[config.mk]
export PLATFORM = sky130hd
export DESIGN_NAME = fetch_sequencer
export DESIGN_NICKNAME = d
export VERILOG_FILES = /design/src/rtl/fetch_sequencer_pkg.sv /design/src/rtl/fetch_sequencer.sv
export SDC_FILE = /design/constraint.sdc
export NUM_CORES = 1
export LEC_CHECK = 0
export BUFFER_PORTS_ARGS = -buffer_cell sky130_fd_sc_hd__clkbuf_2
export CAP_MARGIN = 0
export CORE_ASPECT_RATIO = 1.2
export CORE_UTILIZATION = 35
export CTS_CLUSTER_DIAMETER = 150
export DETAILED_ROUTE_END_ITERATION = 10
export GPL_ROUTABILITY_DRIVEN = 0
export SYNTH_ARGS = -nofsm -noshare
export SYNTH_HDL_FRONTEND = slang
export SYNTH_SLANG_ARGS = --single-unit
[constraint.sdc]
create_clock -name i_clk -period 2.44 [get_ports i_clk]
set_input_delay 0 -clock i_clk [delete_from_list [all_inputs] [get_ports i_clk]]
set_output_delay 0 -clock i_clk [all_outputs]
set_load 0.005 [all_outputs]
[src/rtl/fetch_sequencer_pkg.sv]
// Shared definitions for the fetch sequencer: FSM state encoding.
package fetch_sequencer_pkg;

  typedef enum logic [2:0] {
    ST_BOOT   = 3'd0,
    ST_BUBBLE = 3'd1,
    ST_RUN    = 3'd2,
    ST_HOLD   = 3'd3,
    ST_HALTED = 3'd4
  } state_t;

endpackage

[src/rtl/fetch_sequencer.sv]
// Drives program_counter inc/load and offers fetched instructions to the decoder
// over valid/ready, handling the post-load bubble, stalls, branches and halt/run.
module fetch_sequencer
  import fetch_sequencer_pkg::*;
#(
  parameter int                    ADDR_WIDTH   = 8,
  parameter logic [ADDR_WIDTH-1:0] RESET_VECTOR = '0
) (
  input  logic                  i_clk,
  input  logic                  i_reset,
  input  logic [15:0]           i_pc_instruction,
  input  logic [ADDR_WIDTH-1:0] i_pc_addr,
  output logic                  o_pc_inc,
  output logic                  o_pc_load,
  output logic [ADDR_WIDTH-1:0] o_pc_addr,
  output logic [15:0]           o_instruction,
  output logic [ADDR_WIDTH-1:0] o_instr_addr,
  output logic                  o_instr_valid,
  input  logic                  i_ready,
  input  logic                  i_branch,
  input  logic [ADDR_WIDTH-1:0] i_branch_addr,
  input  logic                  i_halt,
  input  logic                  i_run,
  output logic                  o_halted,
  output logic [15:0]           o_retired_count
);

  state_t                  state_reg;
  state_t                  state_next;
  logic [15:0]             hold_instr_reg;
  logic [ADDR_WIDTH-1:0]   hold_addr_reg;
  logic [ADDR_WIDTH-1:0]   resume_addr_reg;
  logic [ADDR_WIDTH-1:0]   fetch_addr_reg;
  logic [15:0]             retired_count_reg;
  logic [ADDR_WIDTH-1:0]   halt_addr;
  logic                    transfer;

  assign transfer        = o_instr_valid & i_ready & ~i_branch;
  assign o_retired_count = retired_count_reg;
  assign o_instruction   = (state_reg == ST_HOLD) ? hold_instr_reg : i_pc_instruction;
  assign o_instr_addr    = (state_reg == ST_HOLD) ? hold_addr_reg  : i_pc_addr;

  always_ff @(posedge i_clk or posedge i_reset) begin
    if (i_reset) begin
      state_reg <= ST_BOOT;
    end else begin
      state_reg <= state_next;
    end
  end

  always_comb begin
    state_next = state_reg;
    case (state_reg)
      ST_BOOT:   state_next = (i_halt && !i_branch) ? ST_HALTED : ST_BUBBLE;
      ST_BUBBLE: begin
        if (i_branch)    state_next = ST_BUBBLE;
        else if (i_halt) state_next = ST_HALTED;
        else             state_next = ST_RUN;
      end
      ST_RUN: begin
        if (i_branch)      state_next = ST_BUBBLE;
        else if (i_halt)   state_next = ST_HALTED;
        else if (!i_ready) state_next = ST_HOLD;
        else               state_next = ST_RUN;
      end
      ST_HOLD: begin
        if (i_branch)     state_next = ST_BUBBLE;
        else if (i_halt)  state_next = ST_HALTED;
        else if (i_ready) state_next = ST_BUBBLE;
        else              state_next = ST_HOLD;
      end
      ST_HALTED: begin
        if (i_run && !i_halt && !i_branch) state_next = ST_BUBBLE;
      end
      default:   state_next = ST_BOOT;
    endcase
  end

  // Outputs depend only on state and the control inputs, never on i_pc_*.
  always_comb begin
    o_pc_inc      = 1'b0;
    o_pc_load     = 1'b0;
    o_pc_addr     = RESET_VECTOR;
    o_instr_valid = 1'b0;
    o_halted      = 1'b0;
    case (state_reg)
      ST_BOOT: begin
        o_pc_load = 1'b1;
        if (i_branch) o_pc_addr = i_branch_addr;
      end
      ST_BUBBLE: begin
        if (i_branch) begin
          o_pc_load = 1'b1;
          o_pc_addr = i_branch_addr;
        end else begin
          o_pc_inc = 1'b1;
        end
      end
      ST_RUN: begin
        o_instr_valid = 1'b1;
        if (i_branch) begin
          o_pc_load = 1'b1;
          o_pc_addr = i_branch_addr;
        end else begin
          o_pc_inc = 1'b1;
        end
      end
      ST_HOLD: begin
        o_instr_valid = 1'b1;
        if (i_branch) begin
          o_pc_load = 1'b1;
          o_pc_addr = i_branch_addr;
        end else if (i_ready) begin
          o_pc_load = 1'b1;
          o_pc_addr = hold_addr_reg + ADDR_WIDTH'(1);
        end
      end
      ST_HALTED: begin
        o_halted = 1'b1;
        if (i_run && !i_halt && !i_branch) begin
          o_pc_load = 1'b1;
          o_pc_addr = resume_addr_reg;
        end
      end
      default: begin
        o_pc_load = 1'b1;
      end
    endcase
  end

  // Where execution picks up again after a halt taken in the current state.
  always_comb begin
    case (state_reg)
      ST_BOOT:   halt_addr = RESET_VECTOR;
      ST_BUBBLE: halt_addr = fetch_addr_reg;
      default:   halt_addr = o_instr_addr + (transfer ? ADDR_WIDTH'(1) : ADDR_WIDTH'(0));
    endcase
  end

  always_ff @(posedge i_clk or posedge i_reset) begin
    if (i_reset) begin
      hold_instr_reg    <= '0;
      hold_addr_reg     <= '0;
      resume_addr_reg   <= '0;
      fetch_addr_reg    <= RESET_VECTOR;
      retired_count_reg <= '0;
    end else begin
      if (transfer) retired_count_reg <= retired_count_reg + 16'd1;
      if (o_pc_load) fetch_addr_reg <= o_pc_addr;
      if (state_reg == ST_RUN && state_next == ST_HOLD) begin
        hold_instr_reg <= i_pc_instruction;
        hold_addr_reg  <= i_pc_addr;
      end
      if (state_reg == ST_HALTED) begin
        if (i_branch) resume_addr_reg <= i_branch_addr;
      end else if (state_next == ST_HALTED) begin
        resume_addr_reg <= halt_addr;
      end
    end
  end

endmodule

======== Word-level counts from Yosys, hierarchy flattened ========
Index checks and enable logic that the tools add are counted.
storage, ports and cells
  register bits ........................... 59
  latch bits .............................. 0
  RAM bits ................................ 0
  ROM bits ................................ 0
  input port bits ......................... 38
  memories ................................ 0
operators by class
  $add $sub $neg .......................... 3
  multiply operators ...................... 0
  divide/modulo/power cells ............... 0
  magnitude comparators ................... 0
  equality and inequality tests ........... 7
  shifts and indexed selects .............. 0
  muxes and demuxes ....................... 32
  bitwise logic cells ..................... 3
  reduce and logical (&&, ||, !) cells .... 12
operators with widths
  kind                                                             number
  8-bit two-way mux                                                8
  3-bit two-way mux                                                8
  8-bit one-hot mux with 3 select lines                            1
  16-bit by 1-bit adder with 16-bit output, second input constant  1
  16-bit two-way mux                                               1
  8-bit one-hot mux with 2 select lines                            1
  3-bit one-hot mux with 5 select lines                            1
  1-bit two-way mux                                                10
  3-bit by 2-bit == test with 1-bit output, second input constant  3
  8-bit by 1-bit adder with 8-bit output                           1
  8-bit by 1-bit adder with 8-bit output, second input constant    1
  3-bit == test, second input constant                             2
  1-bit logical AND                                                4
  2-bit OR reduction                                               2
  3-bit by 1-bit == test with 1-bit output, second input constant  1
  3-bit zero test                                                  1
  1-bit one-hot mux with 3 select lines                            1
  3-bit OR reduction                                               1
  1-bit AND                                                        2
  1-bit zero test                                                  2
  2-bit two-way mux                                                1
  2-bit inequality test, second input constant                     1
  2-bit AND reduction                                              1
  2-bit nonzero test                                               1
  1-bit inverter                                                   1

======== Depth between registers and ports, before layout ========
  word-level depth ........................ 10
  depth in mapped cells ................... 11
  gate-level depth less buffers ........... 8

======== Worst setup path before layout ========
Ideal clock, no wire load.
  path kind ............................... register to register
  start ................................... reg state_reg[1]
  end ..................................... reg resume_addr_reg[1]
  library setup time ...................... 0.130 ns
  data arrival time ....................... 2.485 ns
  setup slack ............................. -0.175 ns
  cell stages (with the launch flop) ...... 11
  clock period less this slack ............ 2.615 ns
  cell sequence ........................... dfrtp_1 > nand3b_1 > buf_4 > buf_2 > buf_2 > mux2_2 > ha_1 > ha_1 > a22o_1 > a222oi_1 > a21oi_1
between the ends
  elaborated cells on any way between the ends .. 21
  those cells by class .................... 1 x add/sub; 6 x eq/ne; 8 x mux; 2 x bitwise; 4 x reduce/logical
RTL lines
  what                                      line                    RTL
  start: declaration                        fetch_sequencer.sv:28   state_t state_reg;
  start signal: assignment                  fetch_sequencer.sv:47   state_reg <= state_next;
  3-bit by 2-bit == test with 1-bit output  fetch_sequencer.sv:41   assign o_instr_addr = (state_reg == ST_HOLD) ? hold_addr_reg : i_pc_addr;
  8-bit two-way mux                         fetch_sequencer.sv:41
  via o_instr_addr[0]                       fetch_sequencer.sv:17   output logic [ADDR_WIDTH-1:0] o_instr_addr,
  8-bit by 1-bit adder with 8-bit output    fetch_sequencer.sv:136  default: halt_addr = o_instr_addr + (transfer ? ADDR_WIDTH'(1) : ADDR_WIDTH'(0));
  8-bit one-hot mux with 2 select lines     fetch_sequencer.sv:133  case (state_reg)
  8-bit two-way mux                         fetch_sequencer.sv:156  end else if (state_next == ST_HALTED) begin
  8-bit two-way mux                         fetch_sequencer.sv:154  if (state_reg == ST_HALTED) begin
  end signal: assignment                    fetch_sequencer.sv:155  if (i_branch) resume_addr_reg <= i_branch_addr;
  end signal: assignment                    fetch_sequencer.sv:157  resume_addr_reg <= halt_addr;
  end: declaration                          fetch_sequencer.sv:32   logic [ADDR_WIDTH-1:0] resume_addr_reg;
The timed path passes the listed nets, and every way through them passes these cells. The select of a mux whose other input is x is not followed.
A chain may end at the register's enable or synchronous reset.

======== Worst setup path in the final report ========
  start ................................... reg state_reg[2]
  end ..................................... out o_pc_addr[5]
between the ends
  cells in the longest elaborated chain, start to end .. 3
  elaborated cells on any way between the ends .. 7
  those cells by class .................... 4 x eq/ne; 1 x mux; 2 x reduce/logical
ends and longest elaborated chain
  what                                                              line                   RTL
  3-bit by 2-bit == test with 1-bit output (tied with other cells)  fetch_sequencer.sv:86  case (state_reg)
  3-bit OR reduction (no line)                                      --
  8-bit one-hot mux with 3 select lines *                           fetch_sequencer.sv:86
  end: declaration                                                  fetch_sequencer.sv:15  output logic [ADDR_WIDTH-1:0] o_pc_addr,
Every way passes the cells marked *; elsewhere a longest branch is shown, timed or not.

==> flow_metrics.tcl <==
set metrics [dict create \
    setup_tns_ns 0 \
    track_usage 0.185 \
    yosysSeqAreaShare 0.443 \
    worst_slack_ns 0.170 \
    worst_slew_pin_slew_ns 0.628 \
    antenna_found_initial 0 \
    final_max_slew_viol_count 0 \
    synth_top_area_cell "dfrtp_1" \
    vdd_drop_max_mv 0.385 \
    cts_resized 0 \
    drv_cap 0 \
    cts_buffers 9 \
    yosysTopAreaCellShare 0.443 \
    cellPowerDensity_nw_per_um2 757 \
    initial_utilization 0.365 \
    cts.sinks 59 \
    antennaDiodeCount 0 \
    cpMaxStageDelayCell "dfrtp_1" \
    setup.worst_path.end_class "primary output" \
    finalCritPeriodShare 0.931 \
    coreArea_um2 9130 \
    drive_gt1_frac 0.400 \
    ys.flop_type "dfrtp_1" \
    final_area_um2 4480 \
    cp_data_arrival_time_ns 2.27 \
    route.detailed.drc 0 \
    synthCells 305 \
    dp_hpwl_um 6280 \
    cp-start-kind "flip-flop" \
    area_growth_pct 34.2 \
    netlist-cell-type-count 45 \
    max_freq_ghz 0.440 \
    worstPathRequired_ns 2.44 \
    critPathMaxFanout 21 \
    drtIter0Drc 222 \
    p_leak_nw 2.18 \
    drt_wl_total_um 8620 \
    finalCriticalPeriod_ns 2.27 \
    detail_route.wl_per_cell_um 15.4 \
    synthMostInstantiatedCell "dfrtp_1" \
    dpl_cell_area_um2 3930 \
    cpPeakStageDelay_ns 0.38 \
    synth_area_um2 3330 \
    fp.dieW_um 91.1 \
    hold_class "in2reg" \
    vias 2836 \
    final-hold-violation-count 0 \
    fillers 871 \
    grt_pass1_wl_um 14200 \
    layout.nets 477 \
    critical_path_class "reg2out" \
    htreeDepth 3 \
    clock_latency_ns 0.35 \
    grt_max_degree 31 \
    via_per_inst 5.06 \
    slew_headroom 0.581 \
    finalSetupViolCount 0 \
    place_ws_ns 0.282 \
    seq_area_um2 1480 \
    crit_chain "buf_4 > and4bb_2 > buf_4 > and2_1 > o21ai_0 > a21oi_1 > a21o_1 > clkbuf_2" \
    cp_common_cell "buf_4" \
    ios 90 \
    ys_top_cells_by_area "dfrtp_1 44%, mux2_2 17%, xnor2_1 4.2%, o21ai_0 2.6%, xor2_1 2.4%" \
    synth_warnings 0 \
    clock_skew_ns 0.0114 \
    detail-route-antenna-nets 0 \
    avgSynthCellArea_um2 10.9 \
    die-area_um2 9920 \
    status "finished clean" \
    multi_input_area_um2 1750 \
    max-clock-path-buffers 2 \
    dieHeight_um 109 \
    synthArstFlopShare 1.00 \
    ys_top_cells_by_count "59 x dfrtp_1, 49 x mux2_2, 19 x nand2_1" \
    rsz0062_at_grt "false" \
    cts_tree "yes" \
    num_rows 38 \
    syn_nets 347 \
    clkTransAtPathRegs_ns 0.08 \
    dr.pass1.iters 7 \
    clockRootBuffer "clkbuf_8" \
    port_buffers 89 \
    synth_edf_count 0 \
    yosys_register_bits 59 \
    grt_overflow 0 \
    grt_pass1_vias 2826 \
]
-- layout by cell type, fill, tap and decap left out, types with 2 or more instances in the layout --
cell type	n
nand4_1	8
bufinv_16	2
ha_1	4
o41ai_1	2
a22oi_1	8
a221o_1	2
a222oi_1	2
nor3_1	4
mux2_2	49
dlygate4sd3_1	31
a21o_1	8
clkinv_4	2
nand3_1	15
and2_1	2
nor2b_1	5
xor2_1	9
clkbuf_8	9
a21oi_1	10
mux2i_1	2
clkbuf_2	89
and3_1	3
a22o_1	4
nand2_1	19
clkinv_2	2
buf_4	15
nand2b_1	4
xnor2_1	16
dfrtp_1	59
and4_1	4
o21a_1	2
nor2_1	13
a2bb2oi_1	2
o21ai_0	17
-- stage by stage --
stage	utilization	hold slack, ns	total power [mW]	std cells
after CTS	0.488	0.00836	3.42	557
after global placement	0.430	0.0940	2.36	510
final	0.490	0.0271	3.39	560
after floorplan	-	0.0664	2.05	305
after detailed placement	0.430	0.101	2.38	510
after global routing	0.490	0.0524	3.60	560
-- power breakdown --
part / switching, mW / total (mW) / internal, mW
registers: 0.188 / 1.41 / 1.22
clock network: 0.410 / 0.986 / 0.576
logic: 0.490 / 0.991 / 0.501
total: 1.09 / 3.39 / 2.30
-- worst paths after layout --
path	from	end	slack (ns)	depth (start not counted)
max in group asynchronous	i_reset	fetch_addr_reg[2]	1.51	4
worst min register to register	fetch_addr_reg[7]	fetch_addr_reg[7]	0.48	1
worst min-delay path	i_branch_addr[1]	resume_addr_reg[1]	0.03	3
min in group asynchronous	i_reset	o_retired_count[10]	0.27	3
worst max-delay path	state_reg[2]	o_pc_addr[5]	0.17	8
worst max register to register	state_reg[2]	resume_addr_reg[1]	0.24	7
-- timing repair --
item	in CTS	in global routing
hold buffers	31	0
setup endpoints to repair	0	5
endpoints found under the hold margin	58	0
setup buffers	0	3
-- cells by family (layout without fill, tap and decap cells) --
| logic type | Yosys count | after routing | share of synthesized area |
|---|---|---|---|
| AND/OR/NAND/NOR | 82 | 82 | 0.132 |
| AO/OA/AOI/OAI | 64 | 64 | 0.136 |
| flip-flops | 59 | 59 | 0.443 |
| multiplexers | 52 | 52 | 0.176 |
| XOR/XNOR | 25 | 25 | 0.0657 |
| buffers and inverters | 19 | 154 | 0.0323 |
| adder cells (fa/ha/maj) | 4 | 4 | 0.0150 |
-- critical path, delay by kind of cell, from the launching register on --
kind,cells,cell delay [ns]
AOI/OAI and AO/OA,3,0.51
and+or+nand+nor,2,0.57
buffers and inverters,3,0.46
DFF,1,0.38
-- routing by layer --
layer	GRT usage	share of wire
met5	0	0
met4	0.0782	0.016
met3	0.0607	0.067
met2	0.284	0.47
met1	0.241	0.45
-- final cells by class --
class | count | area share
clock buffer | 10 | 0.0285
clock inverter | 6 | 0.0201
inverter | 3 | 0.00280
multi-input combinational | 227 | 0.391
sequential | 59 | 0.330
tap | 120 | 0.0335
timing repair buffer | 135 | 0.194
Power figures use the tool's default switching activity.
